`src/rtl/io_mod_pwm_multi.sv`:
```
// Memory-mapped robot I/O: GPIO out, synchronised GPIO in, NUM_PWM PWM channels with a shared prescaler.
// Define IO_EDGE_IRQ_EN to build the sticky rising-edge detector, IRQ mask and irq output.
module io_mod_pwm_multi #(
   parameter int          NUM_PWM    = 4,
   parameter int          PWM_WIDTH  = 8,
   parameter int          GPIO_WIDTH = 32,
   parameter logic [31:0] BASE_ADDR  = 32'hFFFFFF00
) (
   input  logic                  clk,
   input  logic                  rst,
   input  logic                  write_mem,
   input  logic                  read_mem,
   input  logic [31:0]           data_address,
   input  logic [31:0]           data_to_write,
   input  logic [31:0]           data_from_mem,
   output logic [31:0]           data_read,
   input  logic [GPIO_WIDTH-1:0] io_in,
   output logic [GPIO_WIDTH-1:0] io_out,
   output logic [NUM_PWM-1:0]    pwm_out,
   output logic                  irq
);
   localparam logic [3:0] W_GPIO_OUT = 4'h0;
   localparam logic [3:0] W_GPIO_IN  = 4'h1;
   localparam logic [3:0] W_EDGE     = 4'h2;
   localparam logic [3:0] W_PWM_EN   = 4'h3;
   localparam logic [3:0] W_PRESCALE = 4'h4;
   localparam logic [3:0] W_IRQ_MASK = 4'h5;

   logic                  in_window;
   logic [3:0]            word;
   logic                  wr;
   logic                  hit;
   logic [31:0]           reg_rdata;

   logic [GPIO_WIDTH-1:0] gpio_out_reg;
   logic [GPIO_WIDTH-1:0] sync1_reg;
   logic [GPIO_WIDTH-1:0] sync2_reg;
   logic [NUM_PWM-1:0]    pwm_en_reg;
   logic [15:0]           prescale_reg;
   logic [15:0]           presc_cnt_reg;
   logic [PWM_WIDTH-1:0]  pwm_cnt_reg;
   logic                  tick;
   logic                  wrap;
   logic [GPIO_WIDTH-1:0] edge_rd;
   logic [GPIO_WIDTH-1:0] mask_rd;
   logic [NUM_PWM-1:0][PWM_WIDTH-1:0] duty_all;

   // Only exact, word-aligned addresses inside the 64-byte window can hit
   assign in_window = (data_address[31:6] == BASE_ADDR[31:6]) && (data_address[1:0] == 2'b00);
   assign word      = data_address[5:2];
   assign wr        = write_mem && in_window;

   assign tick = (presc_cnt_reg == prescale_reg);
   assign wrap = tick && (pwm_cnt_reg == {PWM_WIDTH{1'b1}});

   always_ff @(posedge clk or posedge rst) begin
      if (rst) begin
         gpio_out_reg  <= '0;
         sync1_reg     <= '0;
         sync2_reg     <= '0;
         pwm_en_reg    <= '0;
         prescale_reg  <= '0;
         presc_cnt_reg <= '0;
         pwm_cnt_reg   <= '0;
      end else begin
         sync1_reg <= io_in;
         sync2_reg <= sync1_reg;
         if (wr && word == W_GPIO_OUT) gpio_out_reg <= data_to_write[GPIO_WIDTH-1:0];
         if (wr && word == W_PWM_EN)   pwm_en_reg   <= data_to_write[NUM_PWM-1:0];
         if (wr && word == W_PRESCALE) prescale_reg <= data_to_write[15:0];
         // Shrinking PRESCALE below the running count restarts the prescaler
         if (wr && word == W_PRESCALE && data_to_write[15:0] < presc_cnt_reg)
            presc_cnt_reg <= '0;
         else if (tick)
            presc_cnt_reg <= '0;
         else
            presc_cnt_reg <= presc_cnt_reg + 16'd1;
         if (tick) pwm_cnt_reg <= pwm_cnt_reg + 1'b1;
      end
   end

   generate
      for (genvar gi = 0; gi < NUM_PWM; gi++) begin : g_ch
         logic                 wr_duty;
         logic [PWM_WIDTH-1:0] duty_reg;
         logic [PWM_WIDTH-1:0] shadow_reg;

         assign wr_duty = wr && (word == 4'(8 + gi));

         // Shadow only changes on wrap, so a period is never cut short; a write on the wrap wins
         always_ff @(posedge clk or posedge rst) begin
            if (rst) begin
               duty_reg   <= '0;
               shadow_reg <= '0;
            end else begin
               if (wr_duty) duty_reg <= data_to_write[PWM_WIDTH-1:0];
               if (wrap) shadow_reg <= wr_duty ? data_to_write[PWM_WIDTH-1:0] : duty_reg;
            end
         end

         assign duty_all[gi] = duty_reg;
         assign pwm_out[gi]  = pwm_en_reg[gi] && (pwm_cnt_reg < shadow_reg);
      end
   endgenerate

`ifdef IO_EDGE_IRQ_EN
   logic [GPIO_WIDTH-1:0] sync3_reg;
   logic [GPIO_WIDTH-1:0] edge_reg;
   logic [GPIO_WIDTH-1:0] mask_reg;
   logic [GPIO_WIDTH-1:0] clr_bits;

   assign clr_bits = (wr && word == W_EDGE) ? data_to_write[GPIO_WIDTH-1:0] : '0;

   always_ff @(posedge clk or posedge rst) begin
      if (rst) begin
         sync3_reg <= '0;
         edge_reg  <= '0;
         mask_reg  <= '0;
      end else begin
         sync3_reg <= sync2_reg;
         // New rising edges take priority over a same-cycle clear
         edge_reg  <= (edge_reg & ~clr_bits) | (sync2_reg & ~sync3_reg);
         if (wr && word == W_IRQ_MASK) mask_reg <= data_to_write[GPIO_WIDTH-1:0];
      end
   end

   assign edge_rd = edge_reg;
   assign mask_rd = mask_reg;
   assign irq     = |(edge_reg & mask_reg);
`else
   assign edge_rd = '0;
   assign mask_rd = '0;
   assign irq     = 1'b0;
`endif

   always_comb begin
      hit       = 1'b0;
      reg_rdata = '0;
      if (in_window) begin
         case (word)
            W_GPIO_OUT: begin hit = 1'b1; reg_rdata = 32'(gpio_out_reg);  end
            W_GPIO_IN:  begin hit = 1'b1; reg_rdata = 32'(sync2_reg);     end
            W_EDGE:     begin hit = 1'b1; reg_rdata = 32'(edge_rd);       end
            W_PWM_EN:   begin hit = 1'b1; reg_rdata = 32'(pwm_en_reg);    end
            W_PRESCALE: begin hit = 1'b1; reg_rdata = 32'(prescale_reg);  end
            W_IRQ_MASK: begin hit = 1'b1; reg_rdata = 32'(mask_rd);       end
            default:    ;
         endcase
         for (int i = 0; i < NUM_PWM; i++) begin
            if (word == 4'(8 + i)) begin
               hit       = 1'b1;
               reg_rdata = 32'(duty_all[i]);
            end
         end
      end
   end

   assign data_read = (read_mem && !write_mem && hit) ? reg_rdata : data_from_mem;
   assign io_out    = gpio_out_reg;
endmodule

```
`config.mk`:
```
export PLATFORM = sky130hd
export DESIGN_NAME = io_mod_pwm_multi
export DESIGN_NICKNAME = d
export VERILOG_FILES = /design/src/rtl/io_mod_pwm_multi.sv
export SDC_FILE = /design/constraint.sdc
export NUM_CORES = 1
export LEC_CHECK = 0
export ABC_CLOCK_PERIOD_IN_PS = 6900
export CAP_MARGIN = 20
export CORE_ASPECT_RATIO = 0.9
export CORE_MARGIN = 5
export CORE_UTILIZATION = 55
export DETAILED_ROUTE_END_ITERATION = 10
export DONT_BUFFER_PORTS = 1
export PLACE_DENSITY = 0.76
export SETUP_SLACK_MARGIN = 0.2
export SKIP_LAST_GASP = 1
export SYNTH_ARGS = -nofsm -noshare
export SYNTH_HDL_FRONTEND = slang
export SYNTH_SLANG_ARGS = --single-unit
export TNS_END_PERCENT = 1
```
`constraint.sdc`:
```
create_clock -name clk -period 6.9 [get_ports clk]
set_input_delay 0.69 -clock clk [delete_from_list [all_inputs] [get_ports clk]]
set_output_delay 0.69 -clock clk [all_outputs]
set_load 0.05 [all_outputs]
```
==> flow_summary_export.csv <==
group,metric,value,unit
outcome,outcome,"complete, no violations",
logic_synthesis,yosysMostFrequentCell,"dfrtp_1",
drt,routed_wl,23.6,mm
drt,first_iter_violations,490,
floorplanning,start_util,0.561,
sta,hold_viol,0,
floorplanning,ioPinCount,201,
logic_synthesis,synth.distinct_cells,51,
logic_synthesis,synth_area_leaders,"dfrtp_1, mux2_2, ha_1, xnor2_1, o21ai_0",
drt,route.detailed.drc,0,
drt,routedWlPerCell,23.4,um
place,io_buffers,0,
logic_synthesis,synth_area_per_cell,12.1,um2
global_routing,grt_pass1_wl,36.7,mm
pwr,leakage,4.91,nW
setup_path,cp_max_fo,16,
logic_synthesis,synth-seq-cells,204,
global_routing,antenna_found_initial,4,
global_routing,grt_max_degree,121,
pwr,power_density,243,nW/um2
global_routing,grtUsageMet3,0.0685,
setup_path,reg2reg_to,"g_ch[2].shadow_reg[5]$_DFFE_PP0P_",
logic_synthesis,synth_nets,959,
setup_path,reg2reg_from,"presc_cnt_reg[5]$_DFF_PP0_",
sta,timing.hold.ws,0.184,ns
global_routing,busiest_layer,"met2",
drt,first_pass_iters,5,
place,post-dp-hpwl,17.1,mm
clock_tree,worst_skew_pair.late_latency,0.52,ns
sta,finalClockSkew,0.0137,ns
drt,ant_nets,0,
job,maxCapViolations,0,
layout,area_growth_syn_to_layout,10.9,%
logic_synthesis,synth-async-reset-ratio,1.00,
setup_path,crit_path_start_kind,"input port",
setup_path,slowest_delay,0.84,ns
global_routing,grt_util_met2,0.376,
sta,clock.fmax,278,MHz
logic_synthesis,synthFlopType,"dfrtp_1",
logic_synthesis,synth_area_leader_cell,"dfrtp_1",
global_routing,grt_pass1_vias,6627,
setup_path,worst_setup_path_end_kind,"output pin",
sta,period_needed,3.60,ns
logic_synthesis,syn_area,9480,um2
setup_path,crit_arrival,2.91,ns
clock_tree,cts_resized,0,
setup_path,critPathSlowestCell,"and2_0",
setup_path,crit_type,"in2out",
clock_tree,cts_setup_buffers,0,
sta,finalSetupTns,0,ns
floorplanning,die_h,135,um
sta,setup_violations,0,
setup_path,worst-path-buf-inv,0,
clock_tree,clk_pin_slew,0.06,ns
global_routing,grt_use_met1,0.309,
setup_path,critPathRequiredTime,6.21,ns
drt,vias,6259,
logic_synthesis,yosysWarnings,0,
sta,worst_slew_pin_slew,1.05,ns
sta,slew_viol_final,0,
global_routing,track_usage,0.231,
logic_synthesis,synth_top_area_frac,0.538,
hold_path,hold_path_class,"in2async",
setup_path,rr_worst_depth,6,
floorplanning,die_w,148,um
logic_synthesis,yosysSeqAreaShare,0.538,
clock_tree,cts_buffer_depth,3,
sta,period_share,0.522,
logic_synthesis,synth_edf_count,0,
pwr,ir_drop,0.285,mV
place,gp_congestion,0.913,
logic_synthesis,synth_common_cells,"dfrtp_1, mux2_2, inv_1",
clock_tree,clock_sinks,204,
floorplanning,fp.coreArea,16900,um2
floorplanning,die-area,20000,um2
logic_synthesis,synthCells,782,
clock_tree,cts_made_buffers,22,
sta,rsz0062_at_grt,"false",
setup_path,crit_chain,"nor2_1, and2_0, a21oi_1, o21ai_1",
floorplanning,rows,45,
clock_tree,cts_tree,"yes",
global_routing,grt-ovfl-total,0,
setup_path,critPathTopFamily,"simple AND/OR/NAND/NOR gates",
layout,final_nets,959,
layout,layout-drive-gt1-share,0.226,
setup_path,ff2ff_setup_slack,4.04,ns
drt,viasPerCell,6.20,
clock_tree,post_cts_hold_buffer_count,0,
clock_tree,root_buffer,"clkbuf_16",
sta,slew_headroom,0.299,
clock_tree,h-tree-depth,1,
where the power goes:
| part | internal [mW] | leakage (nW) | switching (mW) | total [mW] |
|---|---|---|---|---|
| sequential | 1.22 | 2.69 | 0.00719 | 1.22 |
| combinational | 0.0224 | 1.85 | 0.0858 | 0.108 |
| clock | 0.736 | 0.365 | 0.489 | 1.22 |
logic make-up after synthesis:
group | after synthesis | synth area share
flip-flops | 204 | 0.538
multiplexers | 128 | 0.152
AND/OR/NAND/NOR | 157 | 0.0908
XOR/XNOR | 36 | 0.0332
adder cells (fa/ha/maj) | 45 | 0.0594
buffers and inverters | 81 | 0.0346
other | 1 | 0.000395
AO/OA/AOI/OAI | 130 | 0.0912
layout by cell type, fill, tap and decap left out, drive strengths merged, types with 4 or more instances in the layout:
master / n
nand4: 14
ha: 45
nand2b: 4
and3: 6
nor2b: 11
xnor2: 34
mux2: 124
a221oi: 4
a31oi: 5
a21o: 12
a22o: 12
o21ai: 39
a21oi: 19
a211oi: 4
and4: 4
a22oi: 19
nor2: 33
nand2: 46
o211ai: 4
nor4: 5
inv: 49
buf: 8
clkinv: 5
mux2i: 4
a222oi: 5
clkbuf: 27
dfrtp: 204
nand3: 22
per-stage QoR:
| step | util | area, um2 | setup slack, ns | instances | power, mW |
|---|---|---|---|---|---|
| after global placement | 0.572 | 9660 | 2.89 | 965 | 1.35 |
| final | 0.623 | 10500 | 3.30 | 1010 | 2.56 |
| after floorplan | - | 9480 | 0.643 | 782 | 1.33 |
| after global routing | 0.623 | 10500 | 3.23 | 1010 | 2.64 |
| after CTS | 0.619 | 10500 | 2.67 | 1004 | 2.57 |
| after detailed placement | 0.574 | 9690 | 2.67 | 966 | 1.35 |
worst reg2reg max path: stages, from the launching register on:
cell	delay, ns
dfrtp_1	0.43
xnor2_1	0.28
nand4_1	0.21
nor4_4	0.60
nand4_2	0.58
buf_16	0.36
mux2_2	0.29
how the worst max path moves through the flow:
stage	from	end	slack, ns	depth (start not counted)
final	data_address[2]	data_read[11]	3.30	4
after global routing	io_out[3]$_DFFE_PP0P_	data_read[3]	3.23	6
after CTS	data_address[6]	data_read[19]	2.67	4
after detailed placement	data_address[6]	data_read[19]	2.67	4
after global placement	data_address[6]	data_read[29]	2.89	4
after floorplan	rst	g_ch[0].duty_reg[0]$_DFF_PP0_	0.64	1
layer usage:
layer / part of all wire / vias to the layer above
met5: 0.00034 / -
li1: - / 2793
met1: 0.40 / 3139
met3: 0.090 / 41
met4: 0.021 / 2
met2: 0.48 / 284
cell type report:
class                   instances  area (um2)
diodes                          3        7.51
clock buffers                  27         599
clock inverters                11         166
fillers                      1293        6370
inverters                      49         191
multi-input cells             497        4070
flip-flops and latches        204        5100
well taps                     211         264
repair buffers                  8         113
(Power assumes the default switching activity.)
